## src/rtl/ro_meas_pkg.sv

```systemverilog
// ro_meas_pkg
// Shared definitions for the ring-oscillator measurement controller:
// the FSM state encoding and the width of the RO counter value.
`timescale 1ns/10ps
package ro_meas_pkg;

    localparam int RO_COUNT_W = 32;

    typedef enum logic [1:0] {
        IDLE  = 2'd0,
        RUN   = 2'd1,
        DRAIN = 2'd2,
        HOLD  = 2'd3
    } state_t;

endpackage

```

## src/rtl/ro_count_sampler.sv

```systemverilog
// ro_count_sampler
// Two-stage capture of the free-running RO count into the CLK domain.
// The count is only sampled while the oscillator is stopped, so the
// value is treated as settled once two consecutive samples agree.
// Ports:
//   CLK      - system clock
//   reset    - synchronous, active-high; clears both stages
//   ro_count - RO counter value, asynchronous to CLK
//   s2       - second-stage sample
//   stable   - first and second stage hold the same value
`timescale 1ns/10ps
module ro_count_sampler
    import ro_meas_pkg::*;
(
    input  logic                  CLK,
    input  logic                  reset,
    input  logic [RO_COUNT_W-1:0] ro_count,
    output logic [RO_COUNT_W-1:0] s2,
    output logic                  stable
);

    (* ASYNC_REG = "TRUE", dont_touch = "true" *) logic [RO_COUNT_W-1:0] s1_q;
    (* ASYNC_REG = "TRUE", dont_touch = "true" *) logic [RO_COUNT_W-1:0] s2_q;

    always_ff @(posedge CLK) begin
        if (reset) begin
            s1_q <= '0;
            s2_q <= '0;
        end else begin
            s1_q <= ro_count;
            s2_q <= s1_q;
        end
    end

    assign s2     = s2_q;
    assign stable = (s1_q == s2_q);

endmodule

```

## src/rtl/ro_measure_ctrl.sv

```systemverilog
// ro_measure_ctrl
// Runs one ring-oscillator measurement window: enables the RO for exactly
// WINDOW_CYCLES clocks, waits for the count to settle, then offers the
// captured 32-bit count over a valid/ready handshake.
// Ports:
//   CLK, reset      - system clock, synchronous active-high reset
//   start           - measurement request, accepted only when idle
//   busy            - high whenever a measurement is in progress or pending
//   ro_enable       - RO oscillator enable
//   ro_reset        - RO counter clear (level)
//   ro_count        - RO counter value (asynchronous)
//   result_data     - captured count
//   result_valid    - result available
//   result_ready    - consumer accepts the result
//   error           - count never settled; meaningful with result_valid
`timescale 1ns/10ps
module ro_measure_ctrl
    import ro_meas_pkg::*;
#(
    parameter int WINDOW_CYCLES  = 1024,
    parameter int SETTLE_CYCLES  = 4,
    parameter int STABLE_TIMEOUT = 64
) (
    input  logic                  CLK,
    input  logic                  reset,
    input  logic                  start,
    output logic                  busy,
    output logic                  ro_enable,
    output logic                  ro_reset,
    input  logic [RO_COUNT_W-1:0] ro_count,
    output logic [RO_COUNT_W-1:0] result_data,
    output logic                  result_valid,
    input  logic                  result_ready,
    output logic                  error
);

    localparam int WIN_W = $clog2(WINDOW_CYCLES + 1);
    localparam int DRN_W = $clog2(STABLE_TIMEOUT + 1);

    localparam logic [WIN_W-1:0] WIN_LAST   = WIN_W'(WINDOW_CYCLES - 1);
    localparam logic [DRN_W-1:0] DRN_SETTLE = DRN_W'(SETTLE_CYCLES);
    localparam logic [DRN_W-1:0] DRN_LAST   = DRN_W'(STABLE_TIMEOUT - 1);

    state_t                  state;
    logic [WIN_W-1:0]        win_cnt;
    logic [DRN_W-1:0]        drain_cnt;
    logic [RO_COUNT_W-1:0]   s2;
    logic                    stable;

    ro_count_sampler u_sampler (
        .CLK      (CLK),
        .reset    (reset),
        .ro_count (ro_count),
        .s2       (s2),
        .stable   (stable)
    );

    // All outputs are set on the transition into a state so they are
    // valid in the first cycle of that state.
    always_ff @(posedge CLK) begin
        if (reset) begin
            state        <= IDLE;
            busy         <= 1'b0;
            ro_enable    <= 1'b0;
            ro_reset     <= 1'b1;
            result_valid <= 1'b0;
            result_data  <= '0;
            error        <= 1'b0;
            win_cnt      <= '0;
            drain_cnt    <= '0;
        end else begin
            case (state)
                IDLE: begin
                    if (start) begin
                        state     <= RUN;
                        busy      <= 1'b1;
                        ro_enable <= 1'b1;
                        ro_reset  <= 1'b0;
                        win_cnt   <= '0;
                    end
                end
                RUN: begin
                    // win_cnt holds the number of RUN cycles already completed.
                    if (win_cnt == WIN_LAST) begin
                        state     <= DRAIN;
                        ro_enable <= 1'b0;
                        drain_cnt <= '0;
                    end else begin
                        win_cnt <= win_cnt + WIN_W'(1);
                    end
                end
                DRAIN: begin
                    // A settled count wins over the timeout in the same cycle.
                    if (drain_cnt >= DRN_SETTLE && stable) begin
                        state        <= HOLD;
                        result_data  <= s2;
                        error        <= 1'b0;
                        result_valid <= 1'b1;
                    end else if (drain_cnt == DRN_LAST) begin
                        state        <= HOLD;
                        result_data  <= s2;
                        error        <= 1'b1;
                        result_valid <= 1'b1;
                    end else begin
                        drain_cnt <= drain_cnt + DRN_W'(1);
                    end
                end
                HOLD: begin
                    if (result_ready) begin
                        state        <= IDLE;
                        result_valid <= 1'b0;
                        busy         <= 1'b0;
                        ro_reset     <= 1'b1;
                    end
                end
                default: state <= IDLE;
            endcase
        end
    end

endmodule

```

## config.mk

```make
export PLATFORM = sky130hd
export DESIGN_NAME = ro_measure_ctrl
export DESIGN_NICKNAME = d
export VERILOG_FILES = /design/src/rtl/ro_meas_pkg.sv /design/src/rtl/ro_count_sampler.sv /design/src/rtl/ro_measure_ctrl.sv
export SDC_FILE = /design/constraint.sdc
export NUM_CORES = 1
export LEC_CHECK = 0
export ABC_AREA = 1
export BUFFER_PORTS_ARGS = -buffer_cell sky130_fd_sc_hd__buf_2
export CORE_MARGIN = 10
export CORE_UTILIZATION = 29
export DETAILED_ROUTE_END_ITERATION = 12
export PLACE_DENSITY = 0.49
export SLEW_MARGIN = 25
export SYNTH_ARGS = -nofsm -noshare
export SYNTH_HDL_FRONTEND = slang
export SYNTH_HIERARCHICAL = 1
export SYNTH_SLANG_ARGS = --single-unit
```

## constraint.sdc

```tcl
create_clock -name CLK -period 2 [get_ports CLK]
set_clock_uncertainty 0.1 [all_clocks]
set_input_delay 0.3 -clock CLK [delete_from_list [all_inputs] [get_ports CLK]]
set_output_delay 0.3 -clock CLK [all_outputs]
set_load 0.005 [all_outputs]
```

Word level (Yosys, flattened, before mapping) --
Index checks and enable logic that the tools add are counted.
Cells by class: $add $sub $neg 2, magnitude comparators 1, eq/ne operators 13, muxes and demuxes 27, reduce and logical (&&, ||, !) cells 14
Operator list (count):
- 32-bit 2-to-1 mux | 2
- 32-bit == test | 1
- 11-bit 2-to-1 mux | 2
- 11-bit one-hot mux with 2 select lines | 1
- 7-bit 2-to-1 mux | 3
- 7-bit one-hot mux with 2 select lines | 1
- 2-bit inequality test, second input constant | 6
- 3-bit AND reduction | 4
- 11-bit by 1-bit adder with 11-bit output, second input constant | 1
- 11-bit by 10-bit == test with 1-bit output, second input constant | 1
- 2-bit 2-to-1 mux | 5
- 2-bit nonzero test | 5
- 1-bit 2-to-1 mux | 8
- 1-bit one-hot mux with 2 select lines | 4
- 2-bit one-hot mux with 4 select lines | 1
- 4-bit AND reduction | 2
- 7-bit by 1-bit adder with 7-bit output, second input constant | 1
- 7-bit by 6-bit == test with 1-bit output, second input constant | 1
- 7-bit by 3-bit >= comparator with 1-bit output, second input constant | 1
- 2-bit == test, second input constant | 2
- 3-bit inequality test, second input constant | 1
- 2-bit by 1-bit == test with 1-bit output, second input constant | 1
- 2-bit logical NOT | 1
- 2-bit AND reduction | 1
- 1-bit logical AND | 1
Word-level totals: flip-flop bits (word level) 121, input port bits 36, logic and storage cells 68

Longest topological paths before layout --
depth after elaboration 4, mapped depth 14, mapped depth without buffers 14

Modules after synthesis --
Netlist, hierarchy kept.
Modules (own cells, without submodules):
- ro_measure_ctrl | instances 1, cells an instance 374, area an instance 2740.1 um^2, seq. area each 1141.1 um^2
- ro_count_sampler | instances 1, cells an instance 349, area an instance 2374.8 um^2, seq. area each 1281.2 um^2

Least setup slack after synthesis --
No wires, ideal clock.
path kind register to register, start register u_sampler.s2_q[17], in the netlist u_sampler/s2[17], end register result_data[10], arrival time 1520 ps, setup slack 264 ps, stages on the path, launching flop included 15, path buffers 1, cells stage by stage dfxtp_1 > inv_1 > nand2_1 > nand2_1 > nor2_1 > nand2_1 > nor2_1 > nand2_1 > nor2_1 > nand3_4 > nand2_4 > inv_4 > buf_6 > nor2_1 > nor2_1
Between the ends: longest elaborated chain between the ends 4
Ends and longest elaborated chain:
- start, declared | line ro_count_sampler.sv:23 | (* ASYNC_REG = "TRUE", dont_touch = "true" *) logic [RO_COUNT_W-1:0] s2_q;
- start signal, assigned | line ro_count_sampler.sv:31 | s2_q <= s1_q;
- 32-bit == test (*) | line ro_count_sampler.sv:36 | assign stable = (s1_q == s2_q);
- via stable | line ro_measure_ctrl.sv:48 | logic stable;
- 1-bit logical AND (*) | line ro_measure_ctrl.sv:94 | if (drain_cnt >= DRN_SETTLE && stable) begin
- 2-bit nonzero test (no line)
- 2-bit AND reduction (no line)
- end signal, assigned | line ro_measure_ctrl.sv:67 | result_data <= '0;
- end signal, assigned | line ro_measure_ctrl.sv:96 | result_data <= s2;
- end signal, assigned | line ro_measure_ctrl.sv:101 | result_data <= s2;
- end, declared | line ro_measure_ctrl.sv:31 | output logic [RO_COUNT_W-1:0] result_data,
The timed path passes the listed nets; every way through them passes the cells marked *. A chain may end at the register's enable or synchronous reset.

Worst setup path in the final report --
start register u_sampler.s1_q[3], end register drain_cnt[3]
Between the ends: longest elaborated chain between the ends 4
Ends and longest elaborated chain:
- start, declared | line ro_count_sampler.sv:22 | (* ASYNC_REG = "TRUE", dont_touch = "true" *) logic [RO_COUNT_W-1:0] s1_q;
- start signal, assigned | line ro_count_sampler.sv:30 | s1_q <= ro_count;
- 32-bit == test | line ro_count_sampler.sv:36
- via stable | line ro_measure_ctrl.sv:48
- 1-bit logical AND | line ro_measure_ctrl.sv:94
- 2-bit inequality test (no line)
- 4-bit AND reduction (no line)
- end signal, assigned | line ro_measure_ctrl.sv:105 | drain_cnt <= drain_cnt + DRN_W'(1);
- end, declared | line ro_measure_ctrl.sv:46 | logic [DRN_W-1:0] drain_cnt;
The timed path passes the listed nets, and every way through them passes these cells.

==> results.yml <==
status:
  status: "finished, final reports clean"
synth:
  synthFlopType: "dfxtp_1"
  synth_fp_nets: 766
  seq_area_frac_synth: 0.4736
  yosys_warnings: 6
  synth-edff-count: 0
  ys_ff_latch: 121
  synthArstFlopShare: 0
  synth_cell_type_count: 31
  syn_avg_cell_area_um2: 7.075
  netlist_area_um2: 5115
  synthCells: 723
critical_path:
  crit_type: "reg2reg"
  endpoint: "drain_cnt[3]"
  cp_max_fo: 7
  cp.arrival_ns: 2.09
  critPathLaunch: "u_sampler/s1_q[3]"
  worstReg2RegEnd: "drain_cnt[3]"
  cp-end-kind: "register"
  critPathRequiredTime_ns: 2.24
  worstRegToRegCells: 13
  r2r_start: "u_sampler/s1_q[3]"
  r2r_setup_slack_ns: 0.16
  critPathLaunchType: "register"
timing:
  setup_viol: 0
  finalHoldViolCount: 0
  drv_slew: 0
  whs_ns: 0.007372
  fmax_mhz: 542.7
  rsz0062_at_grt: "true"
  period_share: 0.9214
  tightestPinTransition_ns: 0.3910
  setup_tns_ns: 0
  min_period_ns: 1.843
  relSlewSlack: 0.7393
cells_and_area:
  final-seq-area_um2: 2430
  mostFrequentLayoutCell: "nor2_1"
  utilization: 0.3825
  final_cell_mix: "165 x nor2_1, 159 x nand2_1, 122 x inv_1, 115 x dfxtp_1, 72 x buf_2"
  area_delta_synth_final_pct: 29.33
  drive_above_1_share: 0.1922
  multiInputGateArea_um2: 2111
  fillers: 1833
  nets: 873
  finalNonFillerCells: 1069
power:
  powerDensity_nw_per_um2: 1009
  p_leak_uw: 0.003292
  fin_total_pwr_uw: 6672
  vdd_drop_max_mv: 0.6107
grt:
  grt_pass1_wl_um: 20750
  grt_max_degree: 79
  first_global_vias: 4265
  grt_antenna_before_repair: 1
  grt_use_total: 0.1080
  grt_overflow_total: 0
drt:
  first_iter_violations: 219
  wl_per_cell_um: 11.66
  vias: 4372
  first_pass_iters: 4
  antenna_left: 0
  vias_per_cell: 4.090
  routed_wirelength_um: 12470
  route.detailed.drc: 0
floorplanning:
  boundaryPins: 73
  dieArea_um2: 23350
  initial_utilization: 0.2957
  die_width_um: 152.8
  core_area_um2: 17300
  dieHeight_um: 152.8
  rows: 48
hold_path:
  hold_path.class: "in2reg"
clock_network:
  cts_tree: "built"
  h-tree-depth: 4
  clk_path_buf_depth: 2
  cts_sinks: 121
  insertion_delay_ns: 0.42
  root_buffer: "clkbuf_16"
  cts_buffers: 17
  cts_setup_buffers: 0
  clk_pin_slew_ns: 0.06
placed_design:
  place_inst: 1012
  place_congestion: 0.7962
  dp_hpwl_um: 8398
  portBuffers: 72
run:
  cap_violations: 0
## metrics by stage
| step | cell area [um^2] | setup slack [ns] |
|---|---|---|
| 2_1_floorplan | 5115 | 0.2644 |
| 3_3_place_gp | 5734 | 0.02345 |
| 3_5_place_dp | 5734 | -0.01679 |
| 4_1_cts | 6559 | 0.01659 |
| 5_1_grt | 6615 | -0.02798 |
| 6_report | 6615 | 0.1572 |
## sequential cells by signal (all words and copies together) (netlist names)
name	count
error	1
ro_enable	1
drain_cnt	7
busy	1
result_valid	1
u_sampler/s2	32
win_cnt	11
u_sampler/s1_q	32
state	2
ro_reset	1
result_data	32
## worst max-delay path, cell delays in order, from the launching register on
cell and delay, ns:
dfxtp_1 0.32, inv_1 0.05, nand2_1 0.05, nand2_1 0.06, nor2_1 0.12, nand2_1 0.08
nor2_2 0.14, nand2_1 0.10, nor2_4 0.14, nand3_4 0.11, buf_4 0.19, nand3_4 0.11
nand2_1 0.07, a21oi_1 0.12
## synth_stat cells (4+ instances only)
| cell | n | share of area |
|---|---|---|
| o21ai_0 | 38 | 0.037 |
| nand3_1 | 16 | 0.016 |
| a21oi_1 | 16 | 0.016 |
| dfxtp_1 | 121 | 0.47 |
| inv_1 | 122 | 0.090 |
| nand2_4 | 5 | 0.011 |
| nand2_1 | 159 | 0.12 |
| buf_2 | 8 | 0.0078 |
| nand4_1 | 4 | 0.0049 |
| ha_1 | 7 | 0.017 |
| xor2_1 | 4 | 0.0068 |
| nor2_2 | 17 | 0.021 |
| nor2_1 | 167 | 0.12 |
| buf_6 | 6 | 0.013 |
## worst min path at each step
stage | from | to | slack (ns) | cells past startpoint
detailed placement | u_sampler/s1_q[6] | u_sampler/s2[6] | 0.32 | 2
floorplan | reset | drain_cnt[1] | 0.26 | 1
finish | ro_count[15] | u_sampler/s1_q[15] | 0.007 | 3
global route | ro_count[17] | u_sampler/s1_q[17] | 0.01 | 3
global placement | u_sampler/s1_q[6] | u_sampler/s2[6] | 0.32 | 2
CTS | ro_count[10] | u_sampler/s1_q[10] | 0.0001 | 3
## logic make-up (layout without fill, tap and decap cells)
logic type	count (synthesis)	after routing	synth area share
adders and majority gates	7	7	0.01712
buffers and inverters	145	265	0.1184
and+or+nand+nor	385	385	0.3212
DFF	121	121	0.4736
AOI/OAI and AO/OA	60	60	0.06116
other	0	1	0
xor gates and xnor gates	5	5	0.008561
## area by class of cell
cell class              instances  area share
flip-flops and latches        121      0.3673
multi-input cells             457      0.3191
repair buffers                107      0.1101
inverters                     126     0.07263
clock buffers                  21     0.06960
well taps                     225     0.04256
clock inverters                11     0.01835
diodes                          1   0.0003783
## power by group
part | leakage, uW | switching [uW] | internal [uW]
clock network | 0.000283 | 1120 | 1900
registers | 0.000993 | 82.1 | 2540
logic | 0.00202 | 644 | 390
total | 0.00329 | 1850 | 4820
## metal layers
metal	share of wire	vias to the layer above	track usage	routed length [um]
met5	0	-	0	0
met2	0.45	67	0.1697	5643
met1	0.49	1925	0.1300	6105
li1	-	2365	-	-
met4	0.015	0	0.04768	185
met3	0.043	15	0.03782	532
## what timing repair did
action / in CTS / in global routing
endpoints found under the setup margin: 30 / 42
hold buffers: 24 / 0
endpoints found under the hold margin: 24 / 0
pin swaps: 0 / 3
gates resized for setup: 1 / 17
Note: power is estimated with default switching activity, not from simulation.
